**src/rtl/serial_subtractor_if.sv**
```systemverilog
// ----------------------------------------------------------------------------
// serial_subtractor_if
//   Bundles the start/busy/done handshake, the operands and the results of the
//   bit-serial subtractor.
//
//   Handshake:
//   - The requester raises start_i with a_i/b_i valid.
//   - The request is accepted on the first rising edge where the subtractor is
//     idle (busy_o low).
//   - busy_o is high from the cycle after acceptance through the done_o cycle.
//   - done_o pulses for exactly one cycle.
//   - diff_o/ovf_o are valid from the done_o cycle and hold until the next
//     done_o or reset.
//
//   Modports:
//     master : drives start_i, a_i, b_i; observes busy_o, done_o, diff_o, ovf_o
//     slave  : the subtractor side (directions mirrored)
// ----------------------------------------------------------------------------
interface serial_subtractor_if #(
    parameter int WIDTH = 8
) ();
    logic             start_i;
    logic [WIDTH-1:0] a_i;
    logic [WIDTH-1:0] b_i;
    logic             busy_o;
    logic             done_o;
    logic [WIDTH:0]   diff_o;
    logic             ovf_o;

    modport master (
        output start_i, a_i, b_i,
        input  busy_o, done_o, diff_o, ovf_o
    );

    modport slave (
        input  start_i, a_i, b_i,
        output busy_o, done_o, diff_o, ovf_o
    );
endinterface

```
**src/rtl/serial_subtractor.sv**
```systemverilog
// ----------------------------------------------------------------------------
// serial_subtractor
//   Bit-serial subtractor: computes a_i - b_i one bit per clock, LSB first,
//   with a registered borrow.
//   - Result is {borrow, diff}, i.e. (a - b) mod 2^(WIDTH+1).
//   - done_o arrives WIDTH+1 cycles after the start is accepted.
//
//   Optional feature (macro SUB_SIGNED_OVF_EN):
//   - Defined: ovf_o reports signed overflow of the WIDTH-bit difference,
//     registered alongside diff_o.
//   - Undefined: ovf_o is tied low and no flop exists for it.
//
//   Ports:
//     clk_i       : clock, rising edge
//     rst_i       : synchronous reset, active-high
//     bus         : serial_subtractor_if.slave (start_i, a_i, b_i, busy_o,
//                   done_o, diff_o, ovf_o)
//     dbg_state_o : current FSM state (0 IDLE, 1 RUN, 2 DONE)
// ----------------------------------------------------------------------------
module serial_subtractor #(
    parameter int WIDTH = 8
) (
    input  logic                  clk_i,
    input  logic                  rst_i,
    serial_subtractor_if.slave    bus,
    output logic [1:0]            dbg_state_o
);

    localparam int CNT_W = (WIDTH > 2) ? $clog2(WIDTH) : 1;

    typedef enum logic [1:0] {
        S_IDLE = 2'd0,
        S_RUN  = 2'd1,
        S_DONE = 2'd2
    } state_t;

    state_t             r_state;
    state_t             w_next_state;
    logic               w_busy;
    logic               w_done;

    logic [WIDTH-1:0]   r_a_sr;
    logic [WIDTH-1:0]   r_b_sr;
    logic [WIDTH-2:0]   r_res;
    logic [CNT_W-1:0]   r_cnt;
    logic               r_br;
    logic [WIDTH:0]     r_diff;

    logic               w_a_bit;
    logic               w_b_bit;
    logic               w_d;
    logic               w_br_next;
    logic               w_last;
    logic [WIDTH-1:0]   w_shift;

    // Current bit pair is always at position 0 of the operand shift registers.
    assign w_a_bit   = r_a_sr[0];
    assign w_b_bit   = r_b_sr[0];
    assign w_d       = w_a_bit ^ w_b_bit ^ r_br;
    assign w_br_next = (~w_a_bit & w_b_bit) | (~(w_a_bit ^ w_b_bit) & r_br);
    assign w_last    = (r_cnt == CNT_W'(WIDTH - 1));

    // Result bits enter from the MSB side. r_res keeps only WIDTH-1 bits; the
    // final bit is combined in w_shift when the result is committed.
    assign w_shift   = {w_d, r_res};

    // ---------------- FSM: state register ----------------
    always_ff @(posedge clk_i) begin
        if (rst_i) begin
            r_state <= S_IDLE;
        end else begin
            r_state <= w_next_state;
        end
    end

    // ---------------- FSM: next state and outputs ----------------
    always_comb begin
        w_next_state = r_state;
        w_busy       = 1'b0;
        w_done       = 1'b0;
        case (r_state)
            S_IDLE: begin
                if (bus.start_i) begin
                    w_next_state = S_RUN;
                end
            end
            S_RUN: begin
                w_busy = 1'b1;
                if (w_last) begin
                    w_next_state = S_DONE;
                end
            end
            S_DONE: begin
                w_busy       = 1'b1;
                w_done       = 1'b1;
                w_next_state = S_IDLE;
            end
            default: begin
                w_next_state = S_IDLE;
            end
        endcase
    end

    // ---------------- Datapath ----------------
    always_ff @(posedge clk_i) begin
        if (rst_i) begin
            r_a_sr <= '0;
            r_b_sr <= '0;
            r_res  <= '0;
            r_cnt  <= '0;
            r_br   <= 1'b0;
            r_diff <= '0;
        end else begin
            case (r_state)
                S_IDLE: begin
                    if (bus.start_i) begin
                        r_a_sr <= bus.a_i;
                        r_b_sr <= bus.b_i;
                        r_cnt  <= '0;
                        r_br   <= 1'b0;
                    end
                end
                S_RUN: begin
                    r_a_sr <= r_a_sr >> 1;
                    r_b_sr <= r_b_sr >> 1;
                    r_res  <= w_shift[WIDTH-1:1];
                    r_br   <= w_br_next;
                    r_cnt  <= r_cnt + 1'b1;
                    // The result is committed on the edge that enters DONE,
                    // so diff_o is already valid while done_o is high.
                    if (w_last) begin
                        r_diff <= {w_br_next, w_shift};
                    end
                end
                default: begin
                end
            endcase
        end
    end

`ifdef SUB_SIGNED_OVF_EN
    logic r_ovf;

    // On the last RUN cycle the bits at position 0 are the operand sign bits
    // and w_d is the sign bit of the WIDTH-bit difference.
    always_ff @(posedge clk_i) begin
        if (rst_i) begin
            r_ovf <= 1'b0;
        end else if (r_state == S_RUN && w_last) begin
            r_ovf <= (w_a_bit ^ w_b_bit) & (w_a_bit ^ w_d);
        end
    end

    assign bus.ovf_o = r_ovf;
`else
    assign bus.ovf_o = 1'b0;
`endif

    assign bus.busy_o  = w_busy;
    assign bus.done_o  = w_done;
    assign bus.diff_o  = r_diff;
    assign dbg_state_o = r_state;

endmodule

```
**src/flat_wrapper.sv**
```systemverilog
// flat-port wrapper written by rule: the top's interface ports become plain ports
module serial_subtractor_flat 
#(
    parameter int WIDTH = 8
)
  (clk_i, rst_i, dbg_state_o, bus_start_i, bus_a_i, bus_b_i, bus_busy_o, bus_done_o, bus_diff_o, bus_ovf_o);
  serial_subtractor_if #(.WIDTH(WIDTH)) bus_i ();
  input  logic clk_i;
  input  logic rst_i;
  output logic [1:0] dbg_state_o;
  input wire logic [$bits(bus_i.start_i)-1:0] bus_start_i;
  input wire logic [$bits(bus_i.a_i)-1:0] bus_a_i;
  input wire logic [$bits(bus_i.b_i)-1:0] bus_b_i;
  output wire logic [$bits(bus_i.busy_o)-1:0] bus_busy_o;
  output wire logic [$bits(bus_i.done_o)-1:0] bus_done_o;
  output wire logic [$bits(bus_i.diff_o)-1:0] bus_diff_o;
  output wire logic [$bits(bus_i.ovf_o)-1:0] bus_ovf_o;
  assign bus_i.start_i = bus_start_i;
  assign bus_i.a_i = bus_a_i;
  assign bus_i.b_i = bus_b_i;
  assign bus_busy_o = bus_i.busy_o;
  assign bus_done_o = bus_i.done_o;
  assign bus_diff_o = bus_i.diff_o;
  assign bus_ovf_o = bus_i.ovf_o;
  serial_subtractor #(.WIDTH(WIDTH)) u_core (.clk_i(clk_i), .rst_i(rst_i), .bus(bus_i), .dbg_state_o(dbg_state_o));
endmodule
```
**config.mk**
```make
export PLATFORM = sky130hd
export DESIGN_NAME = serial_subtractor_flat
export DESIGN_NICKNAME = d
export VERILOG_FILES = /design/src/rtl/serial_subtractor_if.sv /design/src/rtl/serial_subtractor.sv /design/src/flat_wrapper.sv
export SDC_FILE = /design/constraint.sdc
export NUM_CORES = 1
export LEC_CHECK = 0
export CAP_MARGIN = 20
export CORE_ASPECT_RATIO = 1.5
export CORE_MARGIN = 5
export CORE_UTILIZATION = 47
export DETAILED_ROUTE_END_ITERATION = 16
export PLACE_DENSITY = 0.73
export SKIP_CTS_REPAIR_TIMING = 1
export SLEW_MARGIN = 20
export SYNTH_ARGS = -nofsm -noshare
export SYNTH_HDL_FRONTEND = slang
export SYNTH_SLANG_ARGS = --single-unit
```
**constraint.sdc**
```tcl
create_clock -name clk_i -period 2.54 [get_ports clk_i]
set_input_delay 0.762 -clock clk_i [delete_from_list [all_inputs] [get_ports clk_i]]
set_output_delay 0.762 -clock clk_i [all_outputs]
set_load 0.05 [all_outputs]
```
==> results.md <==
* Unrepaired setup endpoints after global routing: no
* R2R Path Start: u_core.dbg_state_o[1]$_SDFFE_PP0P_
* Setup TNS at 0 ns
* Row count at 27
* Setup crit start kind: flip-flop
* TritonCTS clock tree: yes
* Synthesized Nets at 204
* Reg area at 761 um2
* Full die area at 5130 um2
* Period utilization at 95.1%
* CP Launch Point: u_core.dbg_state_o[0]$_SDFFE_PP0P_
* Fill cells at 329
* Worst hold path class: flip-flop to flip-flop
* LEAKAGE at 0.789 nW
* Seq cells post-synth at 38
* Ys Warns at 0
* Most common cell after layout, fill and taps aside: dfxtp_1
* Placer congestion estimate at 0.705
* Fmax at 414 MHz
* Drt pass-1 iters at 4
* Syn avg cell area at 9.91 um2
* Max_cap viols at 0
* Highest-count cells in the layout ignoring fill and taps: dfxtp_1, clkdlybuf4s50_1, nor2_1, mux2i_1, nand2_1
* H-tree levels at 2
* Setup Crit Path Kind: flip-flop to output pin
* Global route total overflow at 0
* Wire length per cell at 13.4 um
* Num CTS Buffers at 5
* Outcome: complete, no violations
* WL final at 3.38 mm
* PnR worst setup slack at 0.124 ns
* Syn Inst Count at 179
* Layout cells sized above 1 at 14.4%
* Area of the multi-input gates at 883 um2
* CTS root buf: clkbuf_8
* Core area at 3650 um2
* Clock Skews at 0.00228 ns
* Clk Latency, worst-skew pair at 0.29 ns
* Starting Density at 48.6%
* Cell area after synthesis at 1770 um2
* Worst-Margin Slew at 0.516 ns
* Routed Antenna Nets at 0
* Hold_sp: u_core.bus.diff_o[7]$_SDFFE_PP0P_
* Crit. End Element: output pin
* Critical path arrival at 1.65 ns
* Max clock buf depth at 2
* # DRC at 0
* Initial DRC count at 30
* Vias in the first global route at 1418
* Power per cell area at 609 nW/um2
* Worst Path Max Fanout at 4
* Pre-CTS worst setup slack at 0.428 ns
* Final Hold Vio Count at 0
* DR vias/cell at 5.25
* Die W at 60.2 um
* Sequential area share after synthesis at 42.9%
* Clk slew on worst S/H paths at 0.07 ns
* Worst endpoint required time at 1.78 ns
* Cell variety after synth at 28
* Vert. Die Dim at 85.3 um
* Slew headroom at 65.5%
* Io pins at 33
* Setup Viol. Count Final at 0
* Period minus WS final at 2.42 ns
* Final #Nets at 233
* Input/output buffers at 31
* Maximum number of pins on one net before global-route repair at 31
* Detailed placement HPWL at 2.54 mm
* Area growth from synthesis to layout at 21.4%
* GRT Util Overall at 14.6%
* Final hold slack at 0.461 ns
* Vias at 1324
* Number of antenna diodes at 0
* VDD IR-drop max at 0.475 mV
* Pins Over Slew Limit at 0
* Initial antenna violation count at 0
* First-pass GRT wire length at 5.74 mm
* Sink Count at 38
[layer usage]
layer  GRT usage, %  up-vias  wire length [um]
met5              0        -                 0
met4           6.45        0                61
met1           14.2      622              1340
met2           26.5       28              1790
li1               -      666                 -
met3           5.02        8               193
[worst paths after layout]
kind / endpoint / slack (ns) / cells after the start
hold / removal: u_core.bus.diff_o[7]$_SDFFE_PP0P_ / 0.46 / 2
hold reg to reg: u_core.bus.diff_o[7]$_SDFFE_PP0P_ / 0.46 / 2
setup / recovery: bus_done_o / 0.12 / 3
setup reg to reg: u_core.r_b_sr[7]$_SDFFE_PP0P_ / 0.81 / 5
[layout make-up]
class,instances,share of cell area (%)
Clock buffer,7,4.01
Timing Repair Buffer,36,16.0
Tap cell,43,2.50
Sequential cell,38,35.3
Clock inverter,1,0.232
Inverter,5,0.872
Multi-Input combinational cell,122,41.0
[worst max-delay path, cell delays in order (launching register included)]
cell and delay [ns]:
dfxtp_1 0.34, inv_1 0.09, ha_1 0.14, clkdlybuf4s50_1 0.79
[sequential cells by signal (all words and copies together) (netlist names)]
signal / count
u_core.r_br: 1
u_core.r_b_sr: 8
u_core.bus.diff_o: 9
u_core.r_cnt: 3
u_core.r_res: 7
u_core.dbg_state_o: 2
u_core.r_a_sr: 8
[cells by family after synthesis]
group                      share of synthesized area (%)
and+or+nand+nor                                     12.5
DFF                                                 42.9
AOI/OAI and AO/OA                                   16.9
muxes                                               15.1
buffers and inverters                               7.33
adders and majority gates                           4.65
other                                              0.211
xor gates and xnor gates                           0.494
[power breakdown]
| group | internal, W | switching (W) |
|---|---|---|
| Clock | 0.000219 | 0.000197 |
| Sequential | 0.000631 | 0.0000200 |
| Combinational | 0.000112 | 0.000132 |
| Total | 0.000962 | 0.000349 |
[synth_stat cells]
master | count | area, um2
a211oi_1 | 3 | 22.5
o21ai_0 | 1 | 5.00
o211ai_1 | 1 | 7.51
mux2_2 | 2 | 22.5
clkbuf_1 | 3 | 11.3
xnor2_1 | 1 | 8.76
nor2b_1 | 3 | 18.8
nand2_1 | 21 | 78.8
a2111oi_1 | 1 | 10.0
nand3b_1 | 1 | 7.51
buf_2 | 2 | 10.0
and2_1 | 1 | 6.26
a31oi_1 | 1 | 6.26
nor2_1 | 26 | 97.6
a21oi_1 | 11 | 55.1
and3_1 | 1 | 6.26
a32oi_1 | 2 | 17.5
ha_1 | 5 | 62.6
buf_4 | 3 | 22.5
mux2i_1 | 23 | 230
buf_6 | 6 | 67.6
nand2b_1 | 1 | 6.26
conb_1 | 1 | 3.75
mux2_4 | 1 | 15.0
fa_1 | 1 | 20.0
inv_1 | 5 | 18.8
a211oi_2 | 14 | 175
dfxtp_1 | 38 | 761
[metrics by stage]
stage                     area, um2  utilization [%]  power (W)  cells
after floorplan                1770                -   0.000866    179
after global placement         2060             56.5   0.000902    244
after detailed placement       2060             56.5   0.000912    244
after CTS                      2150             59.0    0.00134    252
after global routing           2150             59.0    0.00139    252
final                          2150             59.0    0.00131    252
No activity file was read; power rests on OpenSTA's default activity.
